$ cat config.mk
export PLATFORM = sky130hd
export DESIGN_NAME = dmem_access_unit_flat
export DESIGN_NICKNAME = d
export VERILOG_FILES = /design/src/rtl/dmem_access_unit_pkg.sv /design/src/rtl/dmem_access_unit_if.sv /design/src/rtl/dmem_access_unit_load_aligner.sv /design/src/rtl/dmem_access_unit.sv /design/src/flat_wrapper.sv
export SDC_FILE = /design/constraint.sdc
export NUM_CORES = 1
export LEC_CHECK = 0
export CAP_MARGIN = 30
export CORE_MARGIN = 2
export CORE_UTILIZATION = 43
export CTS_CLUSTER_SIZE = 40
export DETAILED_ROUTE_END_ITERATION = 10
export PLACE_DENSITY = 0.82
export SKIP_CTS_REPAIR_TIMING = 1
export SLEW_MARGIN = 5
export SYNTH_ARGS = -nofsm -noshare
export SYNTH_HDL_FRONTEND = slang
export SYNTH_SLANG_ARGS = --single-unit
$ cat constraint.sdc
create_clock -name clk_i -period 2.7 [get_ports clk_i]
set_clock_uncertainty 0.15 [all_clocks]
set_input_delay 0.27 -clock clk_i [delete_from_list [all_inputs] [get_ports clk_i]]
set_output_delay 0.27 -clock clk_i [all_outputs]
set_load 0.02 [all_outputs]
$ cat src/rtl/dmem_access_unit_pkg.sv
// dmem_access_unit_pkg: widths, funct3 codes, FSM states and load/alignment helpers
package dmem_access_unit_pkg;
  localparam int XLEN = 32;
  localparam int ALEN = 32;
  localparam logic [2:0] F3_LB  = 3'b000;
  localparam logic [2:0] F3_LH  = 3'b001;
  localparam logic [2:0] F3_LW  = 3'b010;
  localparam logic [2:0] F3_LBU = 3'b100;
  localparam logic [2:0] F3_LHU = 3'b101;
  localparam logic [2:0] F3_SB  = 3'b000;
  localparam logic [2:0] F3_SH  = 3'b001;
  localparam logic [2:0] F3_SW  = 3'b010;
  typedef enum logic [1:0] {IDLE, REQ, RSP, DONE} dmem_state_e;
  function automatic logic is_misaligned(input logic [2:0] funct3, input logic [1:0] off);
    return (funct3 == F3_LW && off != 2'b00) || ((funct3 == F3_LH || funct3 == F3_LHU) && off[0]);
  endfunction
  // Reserved funct3 codes fall through to the full word
  function automatic logic [XLEN-1:0] extract_load(input logic [2:0] funct3, input logic [1:0] off,
                                                   input logic [XLEN-1:0] word);
    logic [7:0]  b;
    logic [15:0] h;
    b = word[{off, 3'b000} +: 8];
    h = word[{off[1], 4'b0000} +: 16];
    return funct3 == F3_LB  ? {{(XLEN-8){b[7]}}, b} :
           funct3 == F3_LBU ? {{(XLEN-8){1'b0}}, b} :
           funct3 == F3_LH  ? {{(XLEN-16){h[15]}}, h} :
           funct3 == F3_LHU ? {{(XLEN-16){1'b0}}, h} : word;
  endfunction
endpackage

$ cat src/rtl/dmem_access_unit_if.sv
// dmem_access_unit_if: word-wide req/gnt + rvalid/rdata data bus
interface dmem_access_unit_if;
  import dmem_access_unit_pkg::*;
  logic            req;
  logic            we;
  logic [ALEN-1:0] addr;
  logic [XLEN-1:0] wdata;
  logic [3:0]      be;
  logic            gnt;
  logic            rvalid;
  logic [XLEN-1:0] rdata;
  logic            err;
  modport master (output req, we, addr, wdata, be, input gnt, rvalid, rdata, err);
  modport slave  (input req, we, addr, wdata, be, output gnt, rvalid, rdata, err);
endinterface

$ cat src/rtl/dmem_access_unit_load_aligner.sv
// dmem_access_unit_load_aligner: selects and extends the addressed bytes of a loaded word
module dmem_access_unit_load_aligner
  import dmem_access_unit_pkg::*;
(
  input  logic [2:0]      funct3_i,
  input  logic [1:0]      off_i,
  input  logic [XLEN-1:0] word_i,
  output logic [XLEN-1:0] data_o
);
  assign data_o = extract_load(funct3_i, off_i, word_i);
endmodule

$ cat src/rtl/dmem_access_unit.sv
// dmem_access_unit: runs MEM-stage loads/stores on a variable-latency bus and stalls until done
module dmem_access_unit
  import dmem_access_unit_pkg::*;
(
  input  logic             clk_i,
  input  logic             rst_ni,
  input  logic             mem_re_i,
  input  logic             mem_we_i,
  input  logic [ALEN-1:0]  mem_addr_i,
  input  logic [XLEN-1:0]  mem_wdata_i,
  input  logic [3:0]       mem_be_i,
  input  logic [2:0]       mem_funct3_i,
  output logic             stall_o,
  output logic [XLEN-1:0]  load_data_o,
  output logic             load_valid_o,
  output logic             misaligned_o,
  output logic             bus_fault_o,
  dmem_access_unit_if.master bus
);
  dmem_state_e     state_q;
  logic [1:0]      off_q;
  logic [2:0]      funct3_q;
  logic [XLEN-1:0] rdata_ext;
  logic            access;
  logic            mis;
  assign access       = rst_ni & (mem_re_i | mem_we_i);
  assign mis          = is_misaligned(mem_funct3_i, mem_addr_i[1:0]);
  assign stall_o      = ((state_q == IDLE) & access & ~mis) | (state_q == REQ) | (state_q == RSP);
  assign misaligned_o = (state_q == IDLE) & access & mis;
  dmem_access_unit_load_aligner u_aligner (
    .funct3_i (funct3_q),
    .off_i    (off_q),
    .word_i   (bus.rdata),
    .data_o   (rdata_ext)
  );
  // DONE always returns to IDLE without sampling inputs: the pipeline advances on that edge
  always_ff @(posedge clk_i or negedge rst_ni)
    if (!rst_ni) begin
      state_q      <= IDLE;
      off_q        <= '0;
      funct3_q     <= '0;
      bus.req      <= 1'b0;
      bus.we       <= 1'b0;
      bus.addr     <= '0;
      bus.wdata    <= '0;
      bus.be       <= '0;
      load_data_o  <= '0;
      load_valid_o <= 1'b0;
      bus_fault_o  <= 1'b0;
    end else
      case (state_q)
        IDLE: if (access && !mis) begin
          state_q   <= REQ;
          off_q     <= mem_addr_i[1:0];
          funct3_q  <= mem_funct3_i;
          bus.req   <= 1'b1;
          bus.we    <= mem_we_i;
          bus.addr  <= {mem_addr_i[ALEN-1:2], 2'b00};
          bus.wdata <= mem_wdata_i << {mem_addr_i[1:0], 3'b000};
          bus.be    <= mem_we_i ? mem_be_i : 4'hF;
        end
        REQ: if (bus.gnt) begin
          bus.req <= 1'b0;
          state_q <= bus.we ? DONE : RSP;
        end
        RSP: if (bus.rvalid) begin
          state_q      <= DONE;
          load_valid_o <= 1'b1;
          bus_fault_o  <= bus.err;
          load_data_o  <= bus.err ? '0 : rdata_ext;
        end
        default: begin
          state_q      <= IDLE;
          load_valid_o <= 1'b0;
          bus_fault_o  <= 1'b0;
        end
      endcase
endmodule

$ cat src/flat_wrapper.sv
// flat-port wrapper written by rule: the top's interface ports become plain ports
module dmem_access_unit_flat import dmem_access_unit_pkg::*;
  (clk_i, rst_ni, mem_re_i, mem_we_i, mem_addr_i, mem_wdata_i, mem_be_i, mem_funct3_i, stall_o, load_data_o, load_valid_o, misaligned_o, bus_fault_o, bus_req, bus_we, bus_addr, bus_wdata, bus_be, bus_gnt, bus_rvalid, bus_rdata, bus_err);
  dmem_access_unit_if bus_i ();
  input  logic clk_i;
  input  logic rst_ni;
  input  logic mem_re_i;
  input  logic mem_we_i;
  input  logic [ALEN-1:0] mem_addr_i;
  input  logic [XLEN-1:0] mem_wdata_i;
  input  logic [3:0] mem_be_i;
  input  logic [2:0] mem_funct3_i;
  output logic stall_o;
  output logic [XLEN-1:0] load_data_o;
  output logic load_valid_o;
  output logic misaligned_o;
  output logic bus_fault_o;
  output wire logic [$bits(bus_i.req)-1:0] bus_req;
  output wire logic [$bits(bus_i.we)-1:0] bus_we;
  output wire logic [$bits(bus_i.addr)-1:0] bus_addr;
  output wire logic [$bits(bus_i.wdata)-1:0] bus_wdata;
  output wire logic [$bits(bus_i.be)-1:0] bus_be;
  input wire logic [$bits(bus_i.gnt)-1:0] bus_gnt;
  input wire logic [$bits(bus_i.rvalid)-1:0] bus_rvalid;
  input wire logic [$bits(bus_i.rdata)-1:0] bus_rdata;
  input wire logic [$bits(bus_i.err)-1:0] bus_err;
  assign bus_req = bus_i.req;
  assign bus_we = bus_i.we;
  assign bus_addr = bus_i.addr;
  assign bus_wdata = bus_i.wdata;
  assign bus_be = bus_i.be;
  assign bus_i.gnt = bus_gnt;
  assign bus_i.rvalid = bus_rvalid;
  assign bus_i.rdata = bus_rdata;
  assign bus_i.err = bus_err;
  dmem_access_unit u_core (.clk_i(clk_i), .rst_ni(rst_ni), .mem_re_i(mem_re_i), .mem_we_i(mem_we_i), .mem_addr_i(mem_addr_i), .mem_wdata_i(mem_wdata_i), .mem_be_i(mem_be_i), .mem_funct3_i(mem_funct3_i), .stall_o(stall_o), .load_data_o(load_data_o), .load_valid_o(load_valid_o), .misaligned_o(misaligned_o), .bus_fault_o(bus_fault_o), .bus(bus_i));
endmodule
==> flow_metrics.py, run 1 <==
metrics = {
    "synthesis": {
        "netlist_area_sq_um": 5270,
        "synthArstFlopShare_pct": 100,
        "synth.most_common_cell": "dfrtp_1",
        "yosysWarningCount": 0,
        "yosys.area.top_type": "dfrtp_1",
        "yosysUniqueCellTypes": 41,
        "synth_area_leaders": "dfrtp_1 (52%), mux2_2 (12%), mux2i_1 (5.9%), a21oi_1 (4.7%), nand2_1 (4.3%)",
        "synthTopCellsByCount": "dfrtp_1 (109), nand2_1 (61), mux2_2 (57), a21oi_1 (49), mux2i_1 (31)",
        "synth_seq_area_share_pct": 51.8,
        "synth-edff-count": 0,
        "avgSynthCellArea_sq_um": 11.2,
        "syn_inst": 471,
        "synth_top_cell_area_share_pct": 51.8,
        "synthFlopType": "dfrtp_1",
        "ys_seq_elements": 109,
    },
    "routing": {
        "ant_nets": 0,
        "drt_iter0_markers": 439,
        "wire_per_inst_microns": 19.6,
        "routed-via-count": 4733,
        "vias_per_cell": 5.67,
        "drc": 0,
        "dr.pass1.iters": 5,
        "totalWireLength_microns": 16300,
    },
    "finish": {
        "multi_input_area_sq_um": 2350,
        "area_growth_pct": 50.2,
        "final_nets": 797,
        "stdcell_area_sq_um": 7910,
        "nFillCells": 911,
        "antenna_cells": 0,
        "regArea_sq_um": 2730,
        "layout-drive-gt1-share_pct": 14.5,
    },
    "timing": {
        "maxSlewViolCount": 0,
        "fin_crit_ns": 2.52,
        "hold_viol_final": 0,
        "finalCritPeriodShare_pct": 93.5,
        "rsz0062_at_grt": "false",
        "fmax_mhz": 396,
        "setup_slack_ns": 0.175,
        "worstMarginPinSlew_ns": 0.927,
        "finalSetupViolations": 0,
        "slew_headroom_pct": 37.7,
    },
    "worst_setup_path": {
        "path_cells": "inv_1 > ha_1 > o211ai_1 > and3b_2 > buf_4 > mux2_2",
        "r2r-start": "u_core.state_q[1]",
        "max_stage_delay_ns": 0.58,
        "crit_arrival_ns": 2.61,
        "r2r_slack_ns": 0.18,
        "crit_path_max_fanout": 56,
        "r2r-end": "u_core.bus.wdata[19]",
        "r2r_cells": 6,
        "critPathLaunchType": "register",
        "crit_slowest_cell": "buf_4",
        "crit_path_end_kind": "register",
        "worstSetupPathType": "register to register",
        "cp.required_ns": 2.78,
    },
    "floorplan": {
        "die_h_microns": 115,
        "fp.dieW_microns": 115,
        "die_area_sq_um": 13200,
        "start_util_pct": 44.0,
        "core_area_sq_um": 12000,
        "rows": 40,
        "io_pins": 216,
    },
    "clock_network": {
        "clockRootBuffer": "clkbuf_16",
        "numCtsBuffers": 9,
        "clock_latency_ns": 0.35,
        "htree_levels": 3,
        "cts_max_path_buffers": 2,
        "clk_pin_slew_ns": 0.07,
        "clock-sinks": 109,
        "tritoncts": "built",
    },
    "placement": {
        "dpl.hpwl_microns": 12000,
        "gp_congestion": 0.883,
        "place_ws_ns": 0.0300,
        "port_buffers": 213,
        "dpl_cell_area_sq_um": 7550,
    },
    "power": {
        "pwr-share-clk_pct": 16.7,
        "p_int_uw": 5660,
        "sw_frac_of_total_pct": 38.1,
        "pwr-share-comb_pct": 51.6,
        "p_seq_share_pct": 31.7,
        "vdd_ir_drop_max_uv": 612,
        "p_leak_uw": 0.00345,
        "switchingPower_uw": 3490,
        "pwr_density_cell_nw_per_um2": 1160,
    },
    "min_path": {
        "hold_path.class": "register to register",
        "holdPathEnd": "u_core.load_data_o[10]",
        "hold_path_depth": 1,
        "min-delay-start": "u_core.load_data_o[10]",
    },
    "flow_run": {
        "maxCapViolCount": 0,
    },
    "grt": {
        "grt_pass1_wl_microns": 25500,
        "first_global_vias": 4865,
        "grt_max_degree": 63,
        "track_usage_pct": 25.4,
        "overflow": 0,
        "antenna_found_initial": 0,
    },
    "run_status": {
        "status": "completed",
    },
}
==> critical path, delay by kind of cell, from the launching register on <==
kind | cells | cell delay (ns)
AND/OR/NAND/NOR | 1 | 0.27
adder cells (fa/ha/maj) | 1 | 0.27
flip-flops | 1 | 0.42
AO/OA/AOI/OAI | 1 | 0.16
multiplexers | 1 | 0.42
buffers and inverters | 2 | 0.68
==> power groups by stage <==
stage / Sequential (uW) / Combinational, uW / Clock, uW
final: 2900 / 4720 / 1530
after global routing: 2990 / 5030 / 1640
after CTS: 2900 / 4740 / 1560
after detailed placement: 2920 / 4720 / 0
after global placement: 2880 / 4620 / 0
after floorplan: 3750 / 1660 / 0
==> state kept, by name, indices dropped and copies added, names as in the netlist, 2 cells and up <==
signal              cells
u_core.funct3_q         3
u_core.bus.be           4
u_core.off_q            2
u_core.bus.wdata       32
u_core.load_data_o     32
u_core.bus.addr        30
u_core.state_q          2
==> how the worst max path moves through the flow <==
stage | startpoint | cells past startpoint | to
global route | u_core.state_q[1] | 6 | u_core.bus.wdata[19]
floorplan | u_core.state_q[0] | 7 | stall_o
CTS | u_core.state_q[0] | 6 | stall_o
detailed placement | mem_funct3_i[1] | 6 | stall_o
global placement | mem_funct3_i[1] | 6 | stall_o
finish | u_core.state_q[1] | 6 | u_core.bus.wdata[19]
==> through the flow <==
stage | power [uW] | utilization [%] | instances | hold slack, ns | TNS [ns]
finish | 9150 | 66.1 | 835 | 0.339 | 0
global route | 9660 | 66.1 | 835 | 0.360 | 0
CTS | 9200 | 66.0 | 834 | -0.0551 | -0.101
detailed placement | 7640 | 63.1 | 818 | 0.318 | 0
global placement | 7500 | 63.1 | 817 | 0.314 | 0
floorplan | 5410 | - | 472 | -0.176 | 0
==> placed cells by master, fill, tap and decap left out, types with 3 or more instances in the layout <==
master           synthesis  routed
a32o_1                   7       7
buf_4                    3      19
clkbuf_16                0       9
inv_1                    5       5
o21ai_0                 25      25
a211oi_1                 9       9
a22o_1                   9       9
nand3_1                  7       7
a21oi_1                 49      49
ha_1                     4       4
nand2b_1                 5       5
clkdlybuf4s50_1          0     210
mux2i_1                 31      31
o2bb2ai_1                8       8
mux2_2                  57      57
dfrtp_1                109     109
bufinv_16                0       3
nor2_1                   7       7
nor2b_1                 11      11
nand2_1                 61      61
a211o_1                  8       8
==> metal layers <==
layer / share of wire, % / track usage, % / vias up
li1: - / - / 2124
met1: 37 / 28.9 / 2267
met2: 46 / 40.3 / 294
met3: 12 / 10.6 / 48
met4: 4.6 / 14.1 / 0
met5: 0 / 0 / -
==> cell type report <==
class                           count  area share [%]
Clock inverter                      7            1.55
Tap cell                          147            2.32
Inverter                            5           0.237
Sequential cell                   109            34.5
Multi-Input combinational cell    325            29.7
Timing Repair Buffer              233            28.9
Clock buffer                        9            2.85
==> cell families after synthesis <==
group | Yosys count | share of synthesized area [%]
buffers and inverters | 38 | 3.73
adders and majority gates | 4 | 0.950
other | 1 | 0.0712
DFF | 109 | 51.8
AOI/OAI and AO/OA | 127 | 15.8
and+or+nand+nor | 103 | 9.17
muxes | 89 | 18.5
No activity file was read; power rests on OpenSTA's default activity.
==> inputs of run 2 (changes only) <==
--- a/config.mk
+++ b/config.mk
@@ -7,10 +7,10 @@
 export LEC_CHECK = 0
 export CAP_MARGIN = 30
 export CORE_MARGIN = 2
-export CORE_UTILIZATION = 43
+export CORE_UTILIZATION = 28
 export CTS_CLUSTER_SIZE = 40
 export DETAILED_ROUTE_END_ITERATION = 10
-export PLACE_DENSITY = 0.82
+export PLACE_DENSITY = 0.58
 export SKIP_CTS_REPAIR_TIMING = 1
 export SLEW_MARGIN = 5
 export SYNTH_ARGS = -nofsm -noshare
==> run 2 against run 1 <==
Effect of this change: the run now ends with hold timing left; power down 2.8%; register-to-register slack improved by 0.13 ns; sequential cell count is the same; fmax rose by 1.3%; cell count rose by 10%; largest power group unchanged.
==> flow_metrics.py, run 2 (synthesis results as in run 1) <==
metrics = {
    "power": {
        "p_leak_uw": 0.00342,
        "p_total_uw": 8890,
        "pwr_density_cell_nw_per_um2": 1120,
        "vdd_ir_drop_max_uv": 574,
    },
    "worst_setup_path": {
        "critPathLaunchType": "register",
        "crit_path_end_kind": "primary output",
        "worstSetupPathType": "register to primary output",
        "r2r_cells": 6,
        "r2r-start": "u_core.state_q[0]",
        "cp.required_ns": 2.28,
        "r2r_slack_ns": 0.31,
        "crit_path_max_fanout": 6,
        "r2r-end": "u_core.bus.wdata[19]",
        "crit_arrival_ns": 2.07,
    },
    "grt": {
        "antenna_found_initial": 2,
        "grt_max_degree": 61,
        "overflow": 0,
        "track_usage_pct": 17.3,
        "grt_pass1_wl_microns": 26700,
        "first_global_vias": 4673,
    },
    "finish": {
        "area_growth_pct": 51.0,
        "fin_cells": 921,
        "final_nets": 797,
        "final_cell_mix": "clkdlybuf4s50_1 (210), dfrtp_1 (109), nand2_1 (61)",
        "layout-drive-gt1-share_pct": 14.4,
        "final_common_cell": "clkdlybuf4s50_1",
        "largest_registers": "u_core.bus.wdata (32), u_core.load_data_o (32), u_core.bus.addr (30)",
        "antenna_cells": 0,
        "stdcell_area_sq_um": 7960,
    },
    "routing": {
        "drc": 0,
        "drt_iter0_markers": 161,
        "ant_nets": 0,
        "wire_per_inst_microns": 18.7,
        "totalWireLength_microns": 17200,
        "vias_per_cell": 4.91,
        "dr.pass1.iters": 4,
        "routed-via-count": 4523,
    },
    "min_path": {
        "hold_path.class": "primary input to async pin",
    },
    "floorplan": {
        "die_area_sq_um": 19900,
        "die_h_microns": 141,
        "fp.dieW_microns": 141,
        "core_area_sq_um": 18600,
        "rows": 50,
        "io_pins": 216,
        "start_util_pct": 28.4,
    },
    "clock_network": {
        "cts_max_path_buffers": 2,
        "clk_pin_slew_ns": 0.08,
        "htree_levels": 3,
        "numCtsBuffers": 9,
        "clockRootBuffer": "clkbuf_16",
        "tritoncts": "built",
        "clock-sinks": 109,
        "clock_latency_ns": 0.35,
    },
    "timing": {
        "finalSetupViolations": 0,
        "fin_hold_ws_ns": -0.0535,
        "fin_crit_ns": 2.49,
        "maxSlewViolCount": 0,
        "slew_headroom_pct": 34.8,
        "rsz0062_at_grt": "false",
        "setup_slack_ns": 0.209,
        "tns_ns": 0,
        "fmax_mhz": 401,
        "worstMarginPinSlew_ns": 0.971,
        "finalCritPeriodShare_pct": 92.3,
        "hold_viol_final": 49,
    },
    "run_status": {
        "status": "finished, violations left",
        "violations": "hold timing",
    },
    "flow_run": {
        "maxCapViolCount": 0,
    },
    "placement": {
        "place_ws_ns": 0.000908,
        "dpl_cell_area_sq_um": 7670,
        "port_buffers": 213,
        "gp_congestion": 0.831,
        "post-place-cells": 906,
        "dpl.hpwl_microns": 12700,
    },
}
run 2: cell count changes in the layout (fill, tap and decap cells not counted):
cell,delta
dlygate4sd3_1,-1
clkbuf_1,+1
inv_6,-1
clkbuf_8,+2
clkdlybuf4s18_2,+1
clkinv_2,+1
bufinv_16,-3
clkinvlp_4,-1
buf_2,-1
buf_6,+1
run 2: worst max path at each step:
| stage | from | end | slack [ns] | cells after the start |
|---|---|---|---|---|
| final | u_core.state_q[0] | stall_o | 0.21 | 6 |
| after detailed placement | mem_funct3_i[1] | stall_o | 0.0009 | 6 |
| after floorplan | u_core.state_q[0] | stall_o | 0.50 | 7 |
| after CTS | u_core.state_q[0] | stall_o | -0.14 | 6 |
| after global routing | u_core.state_q[0] | stall_o | 0.12 | 6 |
| after global placement | mem_funct3_i[1] | stall_o | 0.12 | 6 |
run 2: worst max-delay path, cell delays in order (launching register included):
cell	delay [ns]
dfrtp_1	0.40
inv_1	0.09
ha_1	0.27
o211ai_1	0.16
and3b_2	0.27
or3_1	0.32
dlymetal6s2s_1	0.22
run 2: per-layer routing:
metal | vias to the layer above | global-route usage (%) | share of wire (%)
met4 | 4 | 6.74 | 2.5
met5 | - | 0 | 0.10
met2 | 203 | 27.1 | 45
met1 | 2172 | 21.6 | 42
li1 | 2116 | - | -
met3 | 28 | 6.69 | 10
run 2: report_power, final:
part	leakage [uW]	internal [uW]	switching, uW	total (uW)
logic	0.00192	2340	2360	4690
registers	0.00136	2420	483	2900
clock network	0.000135	673	620	1290
total	0.00342	5430	3460	8890
run 2: through the flow:
step,hold WS (ns),utilization (%)
final,-0.0535,42.8
after global routing,0.00280,42.8
after CTS,-0.0143,42.8
after detailed placement,0.321,41.3
after global placement,0.310,41.2
after floorplan,-0.176,-
run 2: final cells by class:
cell class / instances / area [sq um]
repair buffers: 233 / 2290
fillers: 1759 / 10600
flip-flops and latches: 109 / 2730
inverters: 5 / 18.8
clock inverters: 3 / 21.3
multi-input cells: 325 / 2350
clock buffers: 12 / 256
well taps: 234 / 293
